===== config.mk =====
export PLATFORM = sky130hd
export DESIGN_NAME = bg_vram_arbiter_flat
export DESIGN_NICKNAME = d
export VERILOG_FILES = /design/src/rtl/bg_vram_arbiter_if.sv /design/src/rtl/bg_vram_arbiter.sv /design/src/flat_wrapper.sv
export SDC_FILE = /design/constraint.sdc
export NUM_CORES = 1
export LEC_CHECK = 0
export BUFFER_PORTS_ARGS = -buffer_cell sky130_fd_sc_hd__buf_2
export CAP_MARGIN = 20
export CORE_ASPECT_RATIO = 2
export CORE_UTILIZATION = 60
export CTS_BUF_LIST = sky130_fd_sc_hd__clkbuf_8
export CTS_CLUSTER_DIAMETER = 50
export CTS_CLUSTER_SIZE = 25
export DETAILED_ROUTE_END_ITERATION = 10
export GPL_TIMING_DRIVEN = 0
export PLACE_DENSITY = 0.94
export SLEW_MARGIN = 0
export SYNTH_ARGS = -nofsm -noshare
export SYNTH_HDL_FRONTEND = slang
export SYNTH_SLANG_ARGS = --single-unit

===== constraint.sdc =====
create_clock -name clk -period 3.9 [get_ports clk]
set_clock_uncertainty 0.15 [all_clocks]
set_input_delay 0.585 -clock clk [delete_from_list [all_inputs] [get_ports clk]]
set_output_delay 0.585 -clock clk [all_outputs]
set_load 0.02 [all_outputs]

===== src/rtl/bg_vram_arbiter_if.sv =====
// Bus bundle between the GPU register decode / BG filler, the arbiter and the BG VRAM.
interface bg_vram_arbiter_if #(
  parameter int unsigned AW = 11,
  parameter int unsigned DW = 9
);
  // Display fetch port
  logic          disp_rd;
  logic [AW-1:0] disp_addr;
  logic [DW-1:0] disp_rdata;
  logic          disp_rvalid;
  // CPU write port
  logic          cpu_wr_req;
  logic [AW-1:0] cpu_wr_addr;
  logic [DW-1:0] cpu_wr_data;
  logic          cpu_wr_full;
  // CPU read port
  logic          cpu_rd_req;
  logic [AW-1:0] cpu_rd_addr;
  logic [DW-1:0] cpu_rd_data;
  logic          cpu_rd_done;
  logic          wr_overflow;
  // VRAM port
  logic [AW-1:0] ram_addr;
  logic [DW-1:0] ram_din;
  logic          ram_we;
  logic [DW-1:0] ram_dout;

  // Requesters and the VRAM instance
  modport master (
    output disp_rd, disp_addr, cpu_wr_req, cpu_wr_addr, cpu_wr_data,
           cpu_rd_req, cpu_rd_addr, ram_dout,
    input  disp_rdata, disp_rvalid, cpu_wr_full, cpu_rd_data, cpu_rd_done,
           wr_overflow, ram_addr, ram_din, ram_we
  );

  // Arbiter
  modport slave (
    input  disp_rd, disp_addr, cpu_wr_req, cpu_wr_addr, cpu_wr_data,
           cpu_rd_req, cpu_rd_addr, ram_dout,
    output disp_rdata, disp_rvalid, cpu_wr_full, cpu_rd_data, cpu_rd_done,
           wr_overflow, ram_addr, ram_din, ram_we
  );
endinterface


===== src/rtl/bg_vram_arbiter.sv =====
// BG VRAM port arbiter: display fetch first, then a coherent CPU read, then buffered CPU writes.
module bg_vram_arbiter #(
  parameter int unsigned AW         = 11,
  parameter int unsigned DW         = 9,
  parameter int unsigned FIFO_DEPTH = 4
) (
  input  logic             clk,
  input  logic             rst,
  bg_vram_arbiter_if.slave bus
);

  localparam int unsigned PW = $clog2(FIFO_DEPTH);
  localparam int unsigned CW = PW + 1;

  typedef enum logic [1:0] {
    IDLE    = 2'd0,
    RD_PEND = 2'd1,
    RD_WAIT = 2'd2,
    RD_DONE = 2'd3
  } rd_state_e;

  logic [AW-1:0] fifo_addr_q [FIFO_DEPTH];
  logic [DW-1:0] fifo_data_q [FIFO_DEPTH];
  logic [PW-1:0] wr_ptr_q;
  logic [PW-1:0] rd_ptr_q;
  logic [CW-1:0] count_q;
  logic          wr_overflow_q;
  logic          disp_rvalid_q;
  rd_state_e     state_q;
  logic          cpu_rd_done_q;
  logic [DW-1:0] cpu_rd_data_q;

  logic fifo_empty;
  logic fifo_full;
  logic grant_rd;
  logic pop;
  logic push;
  logic drop;

  // Grant decode; everything is qualified by rst so nothing reaches the VRAM during reset
  assign fifo_empty = (count_q == '0);
  assign fifo_full  = (count_q == CW'(FIFO_DEPTH));
  assign grant_rd   = rst && !bus.disp_rd && (state_q == RD_PEND) && fifo_empty;
  assign pop        = rst && !bus.disp_rd && !grant_rd && !fifo_empty;
  assign push       = rst && bus.cpu_wr_req && (!fifo_full || pop);
  assign drop       = rst && bus.cpu_wr_req && fifo_full && !pop;

  // VRAM port mux in strict priority order
  always_comb begin
    bus.ram_addr = bus.disp_addr;
    bus.ram_din  = fifo_data_q[rd_ptr_q];
    bus.ram_we   = 1'b0;
    if (bus.disp_rd) begin
      bus.ram_addr = bus.disp_addr;
    end else if (grant_rd) begin
      bus.ram_addr = bus.cpu_rd_addr;
    end else if (pop) begin
      bus.ram_addr = fifo_addr_q[rd_ptr_q];
      bus.ram_we   = 1'b1;
    end
  end

  // Write FIFO storage; contents need no reset since count gates every read
  always_ff @(posedge clk) begin
    if (push) begin
      fifo_addr_q[wr_ptr_q] <= bus.cpu_wr_addr;
      fifo_data_q[wr_ptr_q] <= bus.cpu_wr_data;
    end
  end

  // FIFO pointers, occupancy, overflow flag and display valid pipe
  always_ff @(posedge clk) begin
    if (!rst) begin
      wr_ptr_q      <= '0;
      rd_ptr_q      <= '0;
      count_q       <= '0;
      wr_overflow_q <= 1'b0;
      disp_rvalid_q <= 1'b0;
    end else begin
      if (push) wr_ptr_q <= wr_ptr_q + PW'(1);
      if (pop)  rd_ptr_q <= rd_ptr_q + PW'(1);
      if (push && !pop) begin
        count_q <= count_q + CW'(1);
      end else if (pop && !push) begin
        count_q <= count_q - CW'(1);
      end
      if (drop) wr_overflow_q <= 1'b1;
      disp_rvalid_q <= bus.disp_rd;
    end
  end

  // CPU read sequencer; RD_DONE holds until the request drops so a held request is not re-issued
  always_ff @(posedge clk) begin
    if (!rst) begin
      state_q       <= IDLE;
      cpu_rd_done_q <= 1'b0;
      cpu_rd_data_q <= '0;
    end else begin
      cpu_rd_done_q <= 1'b0;
      unique case (state_q)
        IDLE:    if (bus.cpu_rd_req) state_q <= RD_PEND;
        RD_PEND: if (grant_rd) state_q <= RD_WAIT;
        RD_WAIT: begin
          cpu_rd_data_q <= bus.ram_dout;
          cpu_rd_done_q <= 1'b1;
          state_q       <= RD_DONE;
        end
        RD_DONE: if (!bus.cpu_rd_req) state_q <= IDLE;
        default: state_q <= IDLE;
      endcase
    end
  end

  assign bus.disp_rdata  = bus.ram_dout;
  assign bus.disp_rvalid = disp_rvalid_q;
  assign bus.cpu_wr_full = fifo_full;
  assign bus.cpu_rd_data = cpu_rd_data_q;
  assign bus.cpu_rd_done = cpu_rd_done_q;
  assign bus.wr_overflow = wr_overflow_q;

endmodule


===== src/flat_wrapper.sv =====
// flat-port wrapper written by rule: the top's interface ports become plain ports
module bg_vram_arbiter_flat 
#(
  parameter int unsigned AW         = 11,
  parameter int unsigned DW         = 9,
  parameter int unsigned FIFO_DEPTH = 4
)
  (clk, rst, bus_disp_rd, bus_disp_addr, bus_cpu_wr_req, bus_cpu_wr_addr, bus_cpu_wr_data, bus_cpu_rd_req, bus_cpu_rd_addr, bus_ram_dout, bus_disp_rdata, bus_disp_rvalid, bus_cpu_wr_full, bus_cpu_rd_data, bus_cpu_rd_done, bus_wr_overflow, bus_ram_addr, bus_ram_din, bus_ram_we);
  bg_vram_arbiter_if #(.AW(AW), .DW(DW)) bus_i ();
  input  logic clk;
  input  logic rst;
  input wire logic [$bits(bus_i.disp_rd)-1:0] bus_disp_rd;
  input wire logic [$bits(bus_i.disp_addr)-1:0] bus_disp_addr;
  input wire logic [$bits(bus_i.cpu_wr_req)-1:0] bus_cpu_wr_req;
  input wire logic [$bits(bus_i.cpu_wr_addr)-1:0] bus_cpu_wr_addr;
  input wire logic [$bits(bus_i.cpu_wr_data)-1:0] bus_cpu_wr_data;
  input wire logic [$bits(bus_i.cpu_rd_req)-1:0] bus_cpu_rd_req;
  input wire logic [$bits(bus_i.cpu_rd_addr)-1:0] bus_cpu_rd_addr;
  input wire logic [$bits(bus_i.ram_dout)-1:0] bus_ram_dout;
  output wire logic [$bits(bus_i.disp_rdata)-1:0] bus_disp_rdata;
  output wire logic [$bits(bus_i.disp_rvalid)-1:0] bus_disp_rvalid;
  output wire logic [$bits(bus_i.cpu_wr_full)-1:0] bus_cpu_wr_full;
  output wire logic [$bits(bus_i.cpu_rd_data)-1:0] bus_cpu_rd_data;
  output wire logic [$bits(bus_i.cpu_rd_done)-1:0] bus_cpu_rd_done;
  output wire logic [$bits(bus_i.wr_overflow)-1:0] bus_wr_overflow;
  output wire logic [$bits(bus_i.ram_addr)-1:0] bus_ram_addr;
  output wire logic [$bits(bus_i.ram_din)-1:0] bus_ram_din;
  output wire logic [$bits(bus_i.ram_we)-1:0] bus_ram_we;
  assign bus_i.disp_rd = bus_disp_rd;
  assign bus_i.disp_addr = bus_disp_addr;
  assign bus_i.cpu_wr_req = bus_cpu_wr_req;
  assign bus_i.cpu_wr_addr = bus_cpu_wr_addr;
  assign bus_i.cpu_wr_data = bus_cpu_wr_data;
  assign bus_i.cpu_rd_req = bus_cpu_rd_req;
  assign bus_i.cpu_rd_addr = bus_cpu_rd_addr;
  assign bus_i.ram_dout = bus_ram_dout;
  assign bus_disp_rdata = bus_i.disp_rdata;
  assign bus_disp_rvalid = bus_i.disp_rvalid;
  assign bus_cpu_wr_full = bus_i.cpu_wr_full;
  assign bus_cpu_rd_data = bus_i.cpu_rd_data;
  assign bus_cpu_rd_done = bus_i.cpu_rd_done;
  assign bus_wr_overflow = bus_i.wr_overflow;
  assign bus_ram_addr = bus_i.ram_addr;
  assign bus_ram_din = bus_i.ram_din;
  assign bus_ram_we = bus_i.ram_we;
  bg_vram_arbiter #(.AW(AW), .DW(DW), .FIFO_DEPTH(FIFO_DEPTH)) u_core (.clk(clk), .rst(rst), .bus(bus_i));
endmodule

# After elaboration in Yosys (flattened, before gate mapping)
# Memories as Yosys holds them, arrays and structs flattened. A register that Yosys moved wholly into a read port is not among the register bits.
# Index checks and enable logic that the tools add are counted.
# word_totals
regBits,21
memories,2
latch_bits,0
output_inout_bits,43
ramBits,80
romBits,0
# op_classes
reduce_logical,22
div_mod_pow,0
mul,0
n_mux,19
magnitude_cmp,0
eq_ne,7
add_sub_neg,4
n_shift,0
n_bitwise,0
# memory_table
name,words,width,rd,rd_ports_with_merged_regs,write_ports,line,rtl
u_core.fifo_addr_q,4,11,1,1,1,bg_vram_arbiter.sv:22,logic [AW-1:0] fifo_addr_q [FIFO_DEPTH];
u_core.fifo_data_q,4,9,1,1,1,bg_vram_arbiter.sv:23,logic [DW-1:0] fifo_data_q [FIFO_DEPTH];
# op_table
op,count
$mux 11,3
$mux 2,7
$logic_and 1x1->1,11
$pmux 2 s4,1
$logic_not 1->1,6
$mux 1,6
$mux 3,2
$add 2x1->2 const B,2
$eq 2x2->1 const B,2
$ne 2x2->1 const B,2
$add 3x1->3 const B,1
$eq 3x3->1 const B,1
$logic_not 3->1,1
$reduce_and 3->1,1
$sub 3x1->3 const B,1
$eq 2x1->1 const B,1
$logic_not 2->1,1
$ne 2x1->1 const B,1
$reduce_bool 2->1,1
$logic_or 1x1->1,1

# Longest topological paths before layout
# logic_depth
depth_word,13
ltp_mapped,10
mapped_depth_nobuf,9

# Worst setup path before layout
# No wires, ideal clock.
# synth_path
path_kind,input to register
startpoint,input rst
endpoint,register u_core.count_q[2]
t_required_ns,3.678
arrival_time_ns,2.442
setup_time_ns,0.072
setup_slack_ns,1.236
cell_stages,9
path_cell_list,buf_2 -> clkinv_1 -> nor3_2 -> ha_1 -> inv_1 -> fa_1 -> xor2_1 -> or3_1 -> a21oi_1
# synth_via
elab_chain_len,11
word_cells_on_any_way,15
classes_between,mux (1); reduce/logical (14)
# synth_rtl
item,line,rtl
from (decl),flat_wrapper.sv:11,input logic rst;
$logic_and 1x1->1,"bg_vram_arbiter.sv:43, bg_vram_arbiter.sv:44",
$logic_and 1x1->1 (2 in a row),bg_vram_arbiter.sv:43,assign grant_rd = rst && !bus.disp_rd && (state_q == RD_PEND) && fifo_empty;
$logic_not 1->1,bg_vram_arbiter.sv:44,assign pop = rst && !bus.disp_rd && !grant_rd && !fifo_empty;
$logic_and 1x1->1 (2 in a row),bg_vram_arbiter.sv:44,
$logic_or 1x1->1,bg_vram_arbiter.sv:45,assign push = rst && bus.cpu_wr_req && (!fifo_full || pop);
$logic_and 1x1->1 (*),bg_vram_arbiter.sv:45,
named net u_core.push,bg_vram_arbiter.sv:37,logic push;
$logic_not 1->1,bg_vram_arbiter.sv:84,end else if (pop && !push) begin
$logic_and 1x1->1,bg_vram_arbiter.sv:84,
$reduce_bool 2->1 (no source line),-,
to (signal assigned),bg_vram_arbiter.sv:83,count_q <= count_q + CW'(1);
to (signal assigned),bg_vram_arbiter.sv:85,count_q <= count_q - CW'(1);
to (decl),bg_vram_arbiter.sv:26,logic [CW-1:0] count_q;
# Mark *: on every way through the listed nets, which the timed path passes. The rest lies on a longest branch.
# A chain may end at the register's enable or synchronous reset.

==> flow_summary.toml <==
[clock_network]
clockBufferDepth = 2
cts-htree-levels = 3
path_clk_slew_ns = 0.10
postCtsHoldBufs = 0
clk_latency_ns = 0.37
cts_made_buffers = 9
cts-resized-gates = 0
cts_setup_buffers = 0
cts_tree = "built"
clock-sinks = 103
root_buffer = "clkbuf_8"

[logic_synthesis]
syn_avg_cell_area_sq_um = 16.9
ys_types = 34
yosys.area.top_type = "edfxtp_1"
synth_warnings = 0
synthesis.nets = 316
netlist.area_leader.share_pct = 56.7
synth.ff_latch_count = 103
syn_area_sq_mm = 0.00423
synth.area.top_cells = "edfxtp_1, dfxtp_1, mux4_2, mux2i_1, ha_1"
ys_seq_area_share_pct = 67.6
synth_cells = 250

[final_layout]
final_cell_mix = "buf_2, edfxtp_1, dfxtp_1"
layout_commonest_cell = "buf_2"
ff_latch_area_sq_mm = 0.00286
num_antenna_cells = 0
drive_above_1_share_pct = 42.3
final_cells = 454
multi_input_area_sq_mm = 0.00122
fin_nets = 425
n_fill_cell = 461
synthToLayoutAreaGrowth_pct = 18.5

[floorplanning]
initial_utilization_pct = 61.5
die_h_um = 121
fp-row-count = 43
core-area_sq_mm = 0.00689
die_area_sq_mm = 0.00742
dieWidth_um = 61.4
io_pins = 99

[critical_path]
r2r_cells = 8
critPathMaxFanout = 10
start_kind = "flop"
crit_type = "reg2out"
crit_arrival_ns = 2.24
cp.required_ns = 3.16
endpoint_kind = "primary output"

[outcome]
status = "finished, final reports clean"

[timing]
finalCriticalPeriod_ns = 2.98
worst_hold_slack_ns = 0.274
rsz0062_at_grt = "false"
slew_violations = 0
fmax_ghz = 0.336
setup_viol = 0
tns_ns = 0
slew_headroom_pct = 28.5
hold_viol = 0
tightest_slew_ns = 1.07
post-route-period-util_pct = 76.3

[detailed_routing]
vias = 2511
drc = 0
drt_iter0_drc = 141
routed_wl_um = 7610
wl_per_cell_um = 16.8
drtPass1Iterations = 5
vias_per_cell = 5.53
ant_nets = 0

[pwr]
p_sw_uw = 750
total_power_mw = 2.51
clkPwrFrac_pct = 23.8
p_sw_share_pct = 29.9
p_comb_share_pct = 24.0
p_seq_share_pct = 52.2
p_leak_nw = 1.92
vdd_drop_max_v = 0.000365
p_int_mw = 1.76
p_per_area_mw_per_mm2 = 501

[global_route]
grt_pass1_vias = 2486
grt_max_degree = 21
grt_usage_pct = 22.9
antenna_found_initial = 0
grt_pass1_wl_um = 11700
grt.overflow.total = 0

[job]
maxCapViolations = 0

[placed_design]
place_hpwl_um = 5480
io_buffers = 98
dp_cells = 438
gp_congestion = 0.778

[hold_path]
hold_path_class = "in2reg"
hold_depth = 1
## state kept, by name, indices dropped and copies added (netlist names), named ones only
register / count
u_core.fifo_addr_q: 44
u_core.bus.wr_overflow: 1
u_core.wr_ptr_q: 2
u_core.bus.disp_rvalid: 1
u_core.bus.cpu_rd_data: 9
u_core.state_q: 2
u_core.fifo_data_q: 36
u_core.count_q: 3
u_core.bus.cpu_rd_done: 1
u_core.rd_ptr_q: 2
## metal layers
| metal | global-route usage, % | up-vias | part of all wire [%] |
|---|---|---|---|
| met3 | 5.35 | 16 | 5.0 |
| met2 | 39.9 | 87 | 56 |
| met1 | 24.0 | 1228 | 36 |
| met5 | 0 | - | 0 |
| met4 | 12.9 | 0 | 2.9 |
| li1 | - | 1180 | - |
## logic make-up after synthesis
family                     count (synthesis)  share of synthesized area [%]
and+or+nand+nor                           48                           6.32
adders and majority gates                 10                           3.13
AOI/OAI and AO/OA                         24                           4.55
DFF                                      103                           67.6
muxes                                     35                           14.3
buffers and inverters                     28                           3.66
xor gates and xnor gates                   2                          0.414
## through the flow
| stage | area, sq um | setup WS (ns) | utilization (%) |
|---|---|---|---|
| floorplan | 4230 | 1.24 | - |
| global placement | 4840 | 0.917 | 70.2 |
| detailed placement | 4840 | 0.829 | 70.2 |
| CTS | 5020 | 0.871 | 72.8 |
| global route | 5020 | 0.806 | 72.8 |
| finish | 5020 | 0.925 | 72.8 |
## layout make-up
type / count / area share (%)
buffer: 19 / 2.42
clock buffer: 9 / 2.47
clock inverter: 7 / 1.10
inverter: 9 / 0.673
multi-input combinational: 119 / 24.2
sequential: 103 / 57.1
tap: 90 / 2.24
timing repair buffer: 98 / 9.78
## worst max-delay path, cell delays in order (launching register included)
cell and delay (ns):
dfxtp_1 0.34, clkbuf_1 0.51, mux4_2 0.40, and3_1 0.19, a221o_1 0.26, buf_2 0.16
## cell usage after synthesis
cell type / count
or3_1: 8
nor3b_1: 1
a221o_1: 7
a21oi_1: 5
o21ai_0: 4
xor2_1: 2
clkbuf_1: 7
buf_2: 1
mux4_1: 1
o221a_2: 4
ha_1: 9
o21ai_2: 1
and3_1: 8
a211oi_1: 1
buf_4: 9
o21a_1: 1
nor2_1: 13
and2_1: 6
nor2b_1: 1
mux2i_1: 14
mux2_2: 1
buf_6: 2
dfxtp_1: 23
mux4_2: 19
nand3_1: 2
edfxtp_1: 80
nor3_2: 2
nand2b_1: 1
nand2_1: 5
clkinv_1: 1
fa_1: 1
and4bb_2: 1
o31a_1: 1
inv_1: 8
## final timing paths
check | end | slack, ns | startpoint
hold reg to reg | u_core.rd_ptr_q[1]$_SDFFE_PN0N_ | 0.32 | u_core.rd_ptr_q[1]$_SDFFE_PN0N_
setup reg to reg | u_core.count_q[2]$_SDFFE_PN0P_ | 1.23 | u_core.count_q[0]$_SDFFE_PN0P_
hold / removal | u_core.fifo_addr_q[1][10]$_DFFE_PP_ | 0.27 | bus_cpu_wr_addr[10]
setup / recovery | bus_ram_addr[9] | 0.92 | flop
## power by group through the flow
| stage | Sequential [mW] | Clock [mW] | Combinational, mW |
|---|---|---|---|
| after floorplan | 1.35 | 0 | 0.406 |
| final | 1.31 | 0.598 | 0.602 |
| after global routing | 1.32 | 0.653 | 0.664 |
| after CTS | 1.31 | 0.615 | 0.609 |
| after detailed placement | 1.33 | 0 | 0.606 |
| after global placement | 1.33 | 0 | 0.580 |
(Power assumes the default switching activity.)
